`src/rtl/bcd_pkg.sv`:
```
// Shared types and sizing helpers for the sequential binary-to-BCD converter.
package bcd_pkg;

  typedef enum logic [1:0] {
    IDLE  = 2'd0,
    SHIFT = 2'd1,
    DONE  = 2'd2
  } state_t;

  localparam int BIN_W_DEF   = 10;
  localparam int DIGITS_DEF  = 3;
  localparam int MAX_VAL_DEF = 999;

  // BCD field sits above the binary field in one shift register.
  function automatic int sr_width(input int bin_w, input int digits);
    return 4 * digits + bin_w;
  endfunction

  function automatic int cnt_width(input int bin_w);
    return (bin_w > 1) ? $clog2(bin_w) : 1;
  endfunction

endpackage

```
`src/rtl/bin_to_bcd_seq_if.sv`:
```
// Request/result bundle between a producer of binary counts and the BCD converter.
interface bin_to_bcd_seq_if #(
  parameter int BIN_W  = 10,
  parameter int DIGITS = 3
);
  logic                  start;
  logic [BIN_W-1:0]      bin;
  logic                  busy;
  logic                  done;
  logic [4*DIGITS-1:0]   bcd;
  logic                  ovf;

  modport master (
    output start, bin,
    input  busy, done, bcd, ovf
  );

  modport slave (
    input  start, bin,
    output busy, done, bcd, ovf
  );
endinterface

```
`src/rtl/bcd_nibble_adj.sv`:
```
// Double-dabble correction cell: a nibble of 5 or more gets +3 before the shift.
module bcd_nibble_adj (
  input  logic [3:0] nib,
  output logic [3:0] adj
);
  assign adj = (nib >= 4'd5) ? nib + 4'd3 : nib;
endmodule

```
`src/rtl/bin_to_bcd_seq.sv`:
```
// Sequential double-dabble converter; result register only changes on completion
// so the downstream display never sees intermediate shift values.
module bin_to_bcd_seq
  import bcd_pkg::*;
#(
  parameter int BIN_W   = BIN_W_DEF,
  parameter int DIGITS  = DIGITS_DEF,
  parameter int MAX_VAL = MAX_VAL_DEF
) (
  input  logic             clk,
  input  logic             rst,
  bin_to_bcd_seq_if.slave  bus
);

  localparam int SR_W  = sr_width(BIN_W, DIGITS);
  localparam int BCD_W = 4 * DIGITS;
  localparam int CNT_W = cnt_width(BIN_W);
  localparam logic [BIN_W-1:0] MAX_B = BIN_W'(MAX_VAL);
  localparam logic [CNT_W-1:0] LAST  = CNT_W'(BIN_W - 1);

  state_t             state, state_n;
  logic [SR_W-1:0]    sr, sr_n;
  logic [CNT_W-1:0]   cnt, cnt_n;
  logic [BCD_W-1:0]   bcd_q, bcd_n;
  logic               ovf_q, ovf_n;
  logic               ovfp, ovfp_n;
  logic               done_q, done_n;

  logic [BCD_W-1:0]   bcd_f, bcd_adj;
  logic               over;

  assign bcd_f = sr[SR_W-1 -: BCD_W];
  assign over  = (bus.bin > MAX_B);

  for (genvar g = 0; g < DIGITS; g++) begin : g_adj
    bcd_nibble_adj u_adj (
      .nib (bcd_f[4*g +: 4]),
      .adj (bcd_adj[4*g +: 4])
    );
  end

  always_comb begin
    state_n = state;
    sr_n    = sr;
    cnt_n   = cnt;
    bcd_n   = bcd_q;
    ovf_n   = ovf_q;
    ovfp_n  = ovfp;
    done_n  = 1'b0;
    case (state)
      IDLE: begin
        if (bus.start) begin
          // Clamping up front keeps every nibble within 0..9 after adjustment.
          sr_n    = {{BCD_W{1'b0}}, (over ? MAX_B : bus.bin)};
          ovfp_n  = over;
          cnt_n   = '0;
          state_n = SHIFT;
        end
      end
      SHIFT: begin
        sr_n  = {bcd_adj, sr[BIN_W-1:0]} << 1;
        cnt_n = cnt + 1'b1;
        if (cnt == LAST) state_n = DONE;
      end
      DONE: begin
        bcd_n   = bcd_f;
        ovf_n   = ovfp;
        done_n  = 1'b1;
        state_n = IDLE;
      end
      default: state_n = IDLE;
    endcase
  end

  always_ff @(posedge clk) begin
    if (rst) begin
      state  <= IDLE;
      sr     <= '0;
      cnt    <= '0;
      bcd_q  <= '0;
      ovf_q  <= 1'b0;
      ovfp   <= 1'b0;
      done_q <= 1'b0;
    end else begin
      state  <= state_n;
      sr     <= sr_n;
      cnt    <= cnt_n;
      bcd_q  <= bcd_n;
      ovf_q  <= ovf_n;
      ovfp   <= ovfp_n;
      done_q <= done_n;
    end
  end

  assign bus.busy = (state != IDLE);
  assign bus.done = done_q;
  assign bus.bcd  = bcd_q;
  assign bus.ovf  = ovf_q;

endmodule

```
`src/flat_wrapper.sv`:
```
// flat-port wrapper written by rule: the top's interface ports become plain ports
module bin_to_bcd_seq_flat import bcd_pkg::*;
#(
  parameter int BIN_W   = BIN_W_DEF,
  parameter int DIGITS  = DIGITS_DEF,
  parameter int MAX_VAL = MAX_VAL_DEF
)
  (clk, rst, bus_start, bus_bin, bus_busy, bus_done, bus_bcd, bus_ovf);
  bin_to_bcd_seq_if #(.BIN_W(BIN_W), .DIGITS(DIGITS)) bus_i ();
  input  logic clk;
  input  logic rst;
  input wire logic [$bits(bus_i.start)-1:0] bus_start;
  input wire logic [$bits(bus_i.bin)-1:0] bus_bin;
  output wire logic [$bits(bus_i.busy)-1:0] bus_busy;
  output wire logic [$bits(bus_i.done)-1:0] bus_done;
  output wire logic [$bits(bus_i.bcd)-1:0] bus_bcd;
  output wire logic [$bits(bus_i.ovf)-1:0] bus_ovf;
  assign bus_i.start = bus_start;
  assign bus_i.bin = bus_bin;
  assign bus_busy = bus_i.busy;
  assign bus_done = bus_i.done;
  assign bus_bcd = bus_i.bcd;
  assign bus_ovf = bus_i.ovf;
  bin_to_bcd_seq #(.BIN_W(BIN_W), .DIGITS(DIGITS), .MAX_VAL(MAX_VAL)) u_core (.clk(clk), .rst(rst), .bus(bus_i));
endmodule
```
`config.mk`:
```
export PLATFORM = sky130hd
export DESIGN_NAME = bin_to_bcd_seq_flat
export DESIGN_NICKNAME = d
export VERILOG_FILES = /design/src/rtl/bcd_pkg.sv /design/src/rtl/bin_to_bcd_seq_if.sv /design/src/rtl/bcd_nibble_adj.sv /design/src/rtl/bin_to_bcd_seq.sv /design/src/flat_wrapper.sv
export SDC_FILE = /design/constraint.sdc
export NUM_CORES = 1
export LEC_CHECK = 0
export BUFFER_PORTS_ARGS = -buffer_cell sky130_fd_sc_hd__buf_4
export CORE_MARGIN = 2
export CORE_UTILIZATION = 42
export DETAILED_ROUTE_END_ITERATION = 8
export PLACE_DENSITY = 0.63
export SLEW_MARGIN = 20
export SYNTH_ARGS = -nofsm -noshare
export SYNTH_HDL_FRONTEND = slang
export SYNTH_SLANG_ARGS = --single-unit
```
`constraint.sdc`:
```
create_clock -name clk -period 2.14 [get_ports clk]
set_input_delay 0.428 -clock clk [delete_from_list [all_inputs] [get_ports clk]]
set_output_delay 0.428 -clock clk [all_outputs]
set_load 0.05 [all_outputs]
```
== Word level (Yosys, flattened, before mapping) ==
Cells that the tools add are included.
Word-level totals
  input port bits: 13
  register bits: 43
  word-level logic and storage cells: 38
Operators by class
  reduce and logical (&&, ||, !) cells: 6
  magnitude comparators: 4
  multiplexer cells: 12
  add/subtract/negate cells: 4
  equal/unequal tests: 5
Operators by type and width (number)
  22-bit one-hot mux with 2 select lines: 1
  22-bit two-way mux: 1
  4-bit by 3-bit >= comparator with 1-bit output, second input constant: 3
  4-bit two-way mux: 3
  10-bit greater-than comparator, second input constant: 1
  10-bit two-way mux: 1
  4-bit by 2-bit adder with 4-bit output, second input constant: 2
  4-bit one-hot mux with 2 select lines: 1
  2-bit AND reduction: 3
  4-bit by 1-bit adder with 4-bit output, second input constant: 1
  4-bit == test, second input constant: 1
  2-bit two-way mux: 2
  2-bit one-hot mux with 2 select lines: 1
  2-bit nonzero test: 2
  3-bit by 2-bit adder with 3-bit output, second input constant: 1
  3-bit two-way mux: 1
  2-bit by 1-bit == test with 1-bit output, second input constant: 1
  2-bit == test, second input constant: 1
  2-bit zero test: 1
  2-bit by 1-bit inequality test with 1-bit output, second input constant: 1
  2-bit inequality test, second input constant: 1
  1-bit two-way mux: 1

== Longest topological paths before layout ==
Gate-level depths: netlist (run 1).
  depth after elaboration: 4
  mapped depth: 6

== Modules after synthesis ==
From an unflattened synthesis (run 1), not the netlist that was laid out.
Unflattened totals
  cells, all modules: 229
  area total of the unflattened synthesis: 1953.1 µm²
By module, submodules not included
  bin_to_bcd_seq: cells each 181, times used 1, area an instance 1649.1 µm²
  bcd_nibble_adj: cells each 16, times used 3, area an instance 101.3 µm²

== Least setup slack after synthesis (run 1) ==
OpenSTA, ideal clock, no wires.
  kind: register to register
  start point: reg u_core.sr[11]
  end point: reg u_core.sr[12]
  path buffers: 0
  period minus slack after synthesis: 1.367 ns
  cell stages (with the launch flop): 7
  slack: 0.773 ns
  data required time: 2.023 ns
  arrival time: 1.250 ns
  cells stage by stage: dfxtp_1 inv_1 ha_1 nand2b_1 a21oi_1 mux2i_1 a22o_1
On the way
  word-level cells in the longest chain between the ends: 3
  elaborated cells on any way between the ends: 4
  those cells by class: add/sub (1); order compare (1); mux (2)
RTL lines
  from (decl): line bin_to_bcd_seq.sv:22  | logic [SR_W-1:0] sr, sr_n;
  from (signal assigned): line bin_to_bcd_seq.sv:86  | sr <= sr_n;
  4-bit by 2-bit adder with 4-bit output or 4-bit by 3-bit >= comparator with 1-bit output (tied branches): line bcd_nibble_adj.sv:6  | assign adj = (nib >= 4'd5) ? nib + 4'd3 : nib;
  4-bit two-way mux (*): line bcd_nibble_adj.sv:6
  22-bit one-hot mux with 2 select lines (*): line bin_to_bcd_seq.sv:50  | case (state)
Every way passes the cells marked *; elsewhere a longest branch is shown, timed or not.
A chain may end at the register's enable or synchronous reset.

== Final worst setup path (run 1) ==
  start point: reg u_core.state[0]
  end point: out bus_busy
On the way
  word-level cells in the longest chain between the ends: 1
RTL lines
  from (decl): line bin_to_bcd_seq.sv:21  | state_t state, state_n;
  from (signal assigned): line bin_to_bcd_seq.sv:85  | state <= state_n;
  2-bit nonzero test: line bin_to_bcd_seq.sv:95  | assign bus.busy = (state != IDLE);
  to (decl): line flat_wrapper.sv:14  | output wire logic [$bits(bus_i.busy)-1:0] bus_busy;
No other way between the ends.

==> results of run 1 <==
[cells in the mapped netlist]
library cell	number
nor2_1	12
a22oi_1	8
mux2_1	1
a32oi_1	1
xnor2_1	3
or4b_1	1
xor2_1	1
nand3_1	5
a22o_1	7
ha_1	8
dfxtp_1	43
nand3b_1	1
nand2_1	35
nand4_1	3
clkbuf_1	2
or3b_2	1
a31oi_1	1
nor2_2	1
nor3_1	7
o21ai_0	10
inv_1	8
nor3b_2	1
a21oi_1	34
nor3_2	1
or2_2	2
nand2b_1	5
buf_2	6
mux2i_1	3
a311oi_1	1
nor2b_1	2
buf_1	3
[worst max-delay path, cell delays in order, from the launching register on]
cell and delay, ns:
dfxtp_1 0.38, or2_2 0.31, buf_4 0.19
[sequential cells by signal, indices dropped and copies added (netlist names)]
register / count
u_core.bus.done: 1
u_core.sr: 22
u_core.cnt: 4
u_core.bus.bcd: 12
u_core.ovfp: 1
u_core.state: 2
u_core.bus.ovf: 1
[final timing paths]
check	to	cells after the start
min	u_core.sr[4]	3
max reg2reg	u_core.sr[20]	4
min reg2reg	u_core.bus.bcd[1]	2
max	bus_busy	2
[per-layer routing]
metal	vias to the layer above	share of wire, %
li1	807	-
met1	715	47
met2	26	47
met3	6	3.9
met4	0	1.6
met5	-	0
[layout by cell type, fill, tap and decap left out, drive strengths merged, types with 2 or more instances in the layout]
| cell | instances |
|---|---|
| a21oi | 34 |
| a22o | 7 |
| a22oi | 8 |
| buf | 32 |
| clkbuf | 6 |
| dfxtp | 43 |
| ha | 8 |
| inv | 8 |
| mux2i | 3 |
| nand2 | 35 |
| nand2b | 5 |
| nand3 | 5 |
| nand4 | 3 |
| nor2 | 13 |
| nor2b | 2 |
| nor3 | 8 |
| o21ai | 10 |
| or2 | 2 |
| xnor2 | 3 |
[kinds of logic after synthesis]
group                      Yosys count  synth area share (%)
AOI/OAI and AO/OA                   62                  19.8
xor gates and xnor gates             4                  1.90
adders and majority gates            8                  5.42
buffers and inverters               19                  4.27
DFF                                 43                  46.6
muxes                                4                  2.23
and+or+nand+nor                     77                  19.8
[metrics by stage]
stage	instance area, um^2	power, mW	worst slack, ns	hold slack (ns)
2_1_floorplan	1850	0.932	0.773	0.432
6_report	2220	1.61	0.534	0.417
3_5_place_dp	2100	0.980	0.578	0.447
4_1_cts	2220	1.63	0.530	0.406
3_3_place_gp	2100	0.979	0.582	0.443
5_1_grt	2220	1.68	0.416	0.418
[cell type report]
cell class	count	area, um^2	area share, %
timing repair buffer	32	240	10.8
inverter	8	30.0	1.35
sequential	43	861	38.7
clock buffer	6	82.6	3.72
tap	52	65.1	2.93
multi-input combinational	155	908	40.9
clock inverter	2	35.0	1.58
[power breakdown]
group | switching (mW) | internal, mW | total (mW)
Clock | 0.272 | 0.378 | 0.649
Combinational | 0.0775 | 0.0505 | 0.128
Sequential | 0.0141 | 0.818 | 0.832
==> impl_metrics.env, run 1 <==
export IMPL_clock_path_buffers=2
export IMPL_fillers=423
export IMPL_vias_per_cell=5.21
export IMPL_grt_max_degree=39
export IMPL_synth_cells=217
export IMPL_path_clk_slew_ns=0.08
export IMPL_finalMaxSlewViolations=0
export IMPL_synth_area_um2=1850
export IMPL_die_w_um=70.3
export IMPL_grt_pass1_vias=1496
export IMPL_wire_per_inst_um=12.9
export IMPL_root_buffer="clkbuf_8"
export IMPL_grt_usage_pct=16.9
export IMPL_use_met1_pct=21.4
export IMPL_cp_start_kind="register"
export IMPL_die_area_um2=4950
export IMPL_grt_pass1_wl_um=6780
export IMPL_top_usage_layer="met2"
export IMPL_synth_area_leaders="dfxtp_1 47%, a21oi_1 9.2%, nand2_1 7.1%"
export IMPL_power_density_nw_per_um2=724
export IMPL_insertion_delay_ns=0.30
export IMPL_ys_ff_latch=43
export IMPL_grt_overflow=0
export IMPL_r2r_setup_slack_ns=0.60
export IMPL_ios=28
export IMPL_route_detailed_drc=0
export IMPL_synth_cell_types=31
export IMPL_worstPathArrival_ns=1.18
export IMPL_io_buffers=27
export IMPL_fmax_mhz=623
export IMPL_setup_violations=0
export IMPL_drtIter0Drc=60
export IMPL_synth_top_cell_area_share_pct=46.6
export IMPL_detail_route_antenna_nets=0
export IMPL_irDropWorstVdd_mv=0.346
export IMPL_maxCapViolations=0
export IMPL_min_path_type="in -> reg"
export IMPL_firstDrtPassIters=4
export IMPL_tritoncts="yes"
export IMPL_clock_skew_ns=0.00931
export IMPL_numCtsBuffers=5
export IMPL_fin_crit_ns=1.61
export IMPL_via_count=1554
export IMPL_grt_antenna_before_repair=0
export IMPL_synth_area_leader_cell="dfxtp_1"
export IMPL_ys_warn_count=0
export IMPL_startpoint="u_core.state[0]"
export IMPL_worst_slew_pin_transition_ns=0.549
export IMPL_cts_resized=0
export IMPL_required_ns=1.71
export IMPL_dp_cells=290
export IMPL_gp_congestion=0.793
export IMPL_hpwlAfterDp_um=2610
export IMPL_rsz0062_at_grt="no"
export IMPL_cts_max_level=2
export IMPL_final_cell_count_no_fill=298
export IMPL_cts_hold_buffers_added=0
export IMPL_maxSlewHeadroom_pct=63.4
export IMPL_antenna_cells=0
export IMPL_rows=24
export IMPL_finish_utilization_pct=51.7
export IMPL_hold_viol=0
export IMPL_nets=266
export IMPL_rr_startpoint="u_core.state[1]"
export IMPL_area_growth_pct=20.2
export IMPL_avgSynthCellArea_um2=8.52
export IMPL_drive_above_1_share_pct=18.7
export IMPL_path_class="reg -> out"
export IMPL_core_area_um2=4290
export IMPL_start_util_pct=43.0
export IMPL_use_met2_pct=27.9
export IMPL_fp_dieH_um=70.3
export IMPL_hold_start="bus_bin[4]"
export IMPL_cp_end_kind="primary output"
export IMPL_min_period_over_period_pct=75.1
export IMPL_status="finished, final reports clean"
export IMPL_cts_setup_buffers=0
export IMPL_finalSetupTns_ns=0
export IMPL_seq_area_frac_synth_pct=46.6
export IMPL_clock_sinks=43
export IMPL_path_max_fanout=7
export IMPL_p_leak_nw=0.859
export IMPL_syn_num_nets=238
export IMPL_met3_usage_pct=4.33
export IMPL_detail_route_wirelength_um=3860
Power figures use the tool's default switching activity.
==> run 2, diff against run 1 <==
--- a/config.mk
+++ b/config.mk
@@ -5,11 +5,12 @@
 export SDC_FILE = /design/constraint.sdc
 export NUM_CORES = 1
 export LEC_CHECK = 0
+export ABC_AREA = 1
 export BUFFER_PORTS_ARGS = -buffer_cell sky130_fd_sc_hd__buf_4
 export CORE_MARGIN = 2
 export CORE_UTILIZATION = 42
 export DETAILED_ROUTE_END_ITERATION = 8
-export PLACE_DENSITY = 0.63
+export PLACE_DENSITY = 0.62
 export SLEW_MARGIN = 20
 export SYNTH_ARGS = -nofsm -noshare
 export SYNTH_HDL_FRONTEND = slang
==> constraint.sdc (replaced) <==
create_clock -name clk -period 1.6 [get_ports clk]
set_input_delay 0.32 -clock clk [delete_from_list [all_inputs] [get_ports clk]]
set_output_delay 0.32 -clock clk [all_outputs]
set_load 0.05 [all_outputs]
==> impl_metrics.env, run 2 <==
export IMPL_vias_per_cell=4.72
export IMPL_grt_max_degree=27
export IMPL_ys_top_cells_by_count="65 x nand2_1, 43 x dfxtp_1, 31 x inv_1"
export IMPL_worst_slew_pin_transition_ns=0.351
export IMPL_p_leak_nw=1.02
export IMPL_mostFrequentLayoutCells="65 x nand2_1, 43 x dfxtp_1, 32 x buf_4, 31 x inv_1, 24 x a21oi_1"
export IMPL_cts_hold_buffers_added=0
export IMPL_nets=325
export IMPL_drtIter0Drc=102
export IMPL_rsz0062_at_grt="no"
export IMPL_power_density_nw_per_um2=799
export IMPL_fmax_mhz=710
export IMPL_grt_antenna_before_repair=0
export IMPL_synthArstFlopShare_pct=0
export IMPL_worstPathArrival_ns=1.09
export IMPL_required_ns=1.28
export IMPL_synth_area_um2=2120
export IMPL_setup_violations=0
export IMPL_via_count=1747
export IMPL_clock_sinks=43
export IMPL_cpPeakStageDelay_ns=0.45
export IMPL_status="finished, final reports clean"
export IMPL_clock_path_buffers=2
export IMPL_final_common_cell="nand2_1"
export IMPL_rows=25
export IMPL_final_area_um2=2410
export IMPL_cts_resized=0
export IMPL_grt_pass1_wl_um=7190
export IMPL_hold_viol=0
export IMPL_core_area_um2=4790
export IMPL_fin_crit_ns=1.41
export IMPL_regMostFlops="u_core.sr"
export IMPL_detail_route_antenna_nets=0
export IMPL_cp_end_kind="primary output"
export IMPL_cts_max_level=2
export IMPL_gp_congestion=0.865
export IMPL_synth_edf_count=0
export IMPL_insertion_delay_ns=0.29
export IMPL_maxCapViolations=0
export IMPL_synth_cell_types=26
export IMPL_die_w_um=75.0
export IMPL_critPathSlowestCell="dfxtp_1"
export IMPL_finalSetupTns_ns=0
export IMPL_cp_cell_sequence="inv_2, nand2_1, buf_4"
export IMPL_ys_ff_latch=43
export IMPL_wire_per_inst_um=11.2
export IMPL_clock_skew_ns=0.00264
export IMPL_die_area_um2=5630
export IMPL_synthFlopType="dfxtp_1"
export IMPL_io_buffers=27
export IMPL_ios=28
export IMPL_antenna_cells=0
export IMPL_cts_setup_buffers=0
export IMPL_numCtsBuffers=5
export IMPL_synth_most_common_cell="nand2_1"
export IMPL_synth_area_leader_cell="dfxtp_1"
export IMPL_detail_route_wirelength_um=4140
export IMPL_fp_dieH_um=75.0
export IMPL_finalMaxSlewViolations=0
export IMPL_min_path_type="in -> reg"
export IMPL_dpl_instance_area_um2=2340
export IMPL_multiInputGateArea_um2=1010
export IMPL_seqCellArea_um2=861
export IMPL_path_max_fanout=3
export IMPL_grt_overflow=0
export IMPL_ys_warn_count=0
export IMPL_synth_area_leaders="dfxtp_1 41%, nand2_1 12%, a21oi_1 5.7%"
export IMPL_route_detailed_drc=0
export IMPL_maxSlewHeadroom_pct=76.6
export IMPL_drive_above_1_share_pct=21.5
export IMPL_largest_reg_flops=22
export IMPL_root_buffer="clkbuf_8"
export IMPL_grt_usage_pct=16.6
export IMPL_seq_area_frac_synth_pct=40.6
export IMPL_power_mw=1.93
export IMPL_area_growth_pct=14.0
export IMPL_hpwlAfterDp_um=2870
export IMPL_min_period_over_period_pct=88.1
export IMPL_cp_start_kind="register"
export IMPL_synth_cells=275
export IMPL_path_clk_slew_ns=0.07
export IMPL_synth_top_cell_area_share_pct=40.6
export IMPL_grt_pass1_vias=1623
export IMPL_firstDrtPassIters=4
export IMPL_fillers=481
export IMPL_start_util_pct=44.3
export IMPL_path_class="reg -> out"
export IMPL_syn_num_nets=296
export IMPL_avgSynthCellArea_um2=7.70
export IMPL_tritoncts="yes"
export IMPL_irDropWorstVdd_mv=0.454
## run 2: cell type report
| cell class | instances | area share [%] |
|---|---|---|
| Inverter | 36 | 5.91 |
| Clock buffer | 6 | 3.01 |
| Timing Repair Buffer | 32 | 9.95 |
| Multi-Input combinational cell | 186 | 42.0 |
| Tap cell | 67 | 3.47 |
| Sequential cell | 43 | 35.6 |
## run 2: metal layers
metal / up-vias / part of all wire, % / GRT usage [%] / wire length, um
li1: 948 / - / - / -
met2: 23 / 43 / 24.9 / 1780
met3: 7 / 3.1 / 3.21 / 128
met1: 769 / 52 / 23.3 / 2160
met5: - / 0 / 0 / 0
met4: 0 / 1.8 / 7.14 / 75
## run 2: worst paths after layout
check	start	to	slack [ns]	depth (start not counted)
max reg2reg	u_core.sr[14]	u_core.sr[18]	0.26	9
min	bus_bin[7]	u_core.sr[7]	0.30	3
max	u_core.state[0]	bus_busy	0.19	3
min reg2reg	u_core.sr[0]	u_core.sr[0]	0.47	2
## run 2: kinds of logic after synthesis
logic type / count (synthesis) / synth area share, %
flops: 43 / 40.6
simple gates: 115 / 24.9
fa+ha+maj: 8 / 4.73
compound gates: 63 / 18.3
buf+inv: 46 / 11.5
## run 2: critical path, delay by kind of cell, from the launching register on
| kind | cells | cell delay (ns) |
|---|---|---|
| flip-flops | 1 | 0.45 |
| AND/OR/NAND/NOR | 1 | 0.06 |
| buffers and inverters | 2 | 0.28 |
## run 2: per-stage QoR
step / hold WS (ns) / util [%] / setup slack, ns / cells
final: 0.304 / 50.5 / 0.191 / 370
after global routing: 0.320 / 50.5 / 0.109 / 370
after CTS: 0.298 / 50.5 / 0.172 / 370
after detailed placement: 0.459 / 48.9 / 0.285 / 364
after global placement: 0.456 / 48.9 / 0.325 / 364
after floorplan: 0.443 / - / 0.412 / 275
## run 2: power breakdown
group / total, mW / switching (mW) / internal (mW)
clock network: 0.635 / 0.344 / 0.291
logic: 0.184 / 0.115 / 0.0685
registers: 1.11 / 0.0176 / 1.09
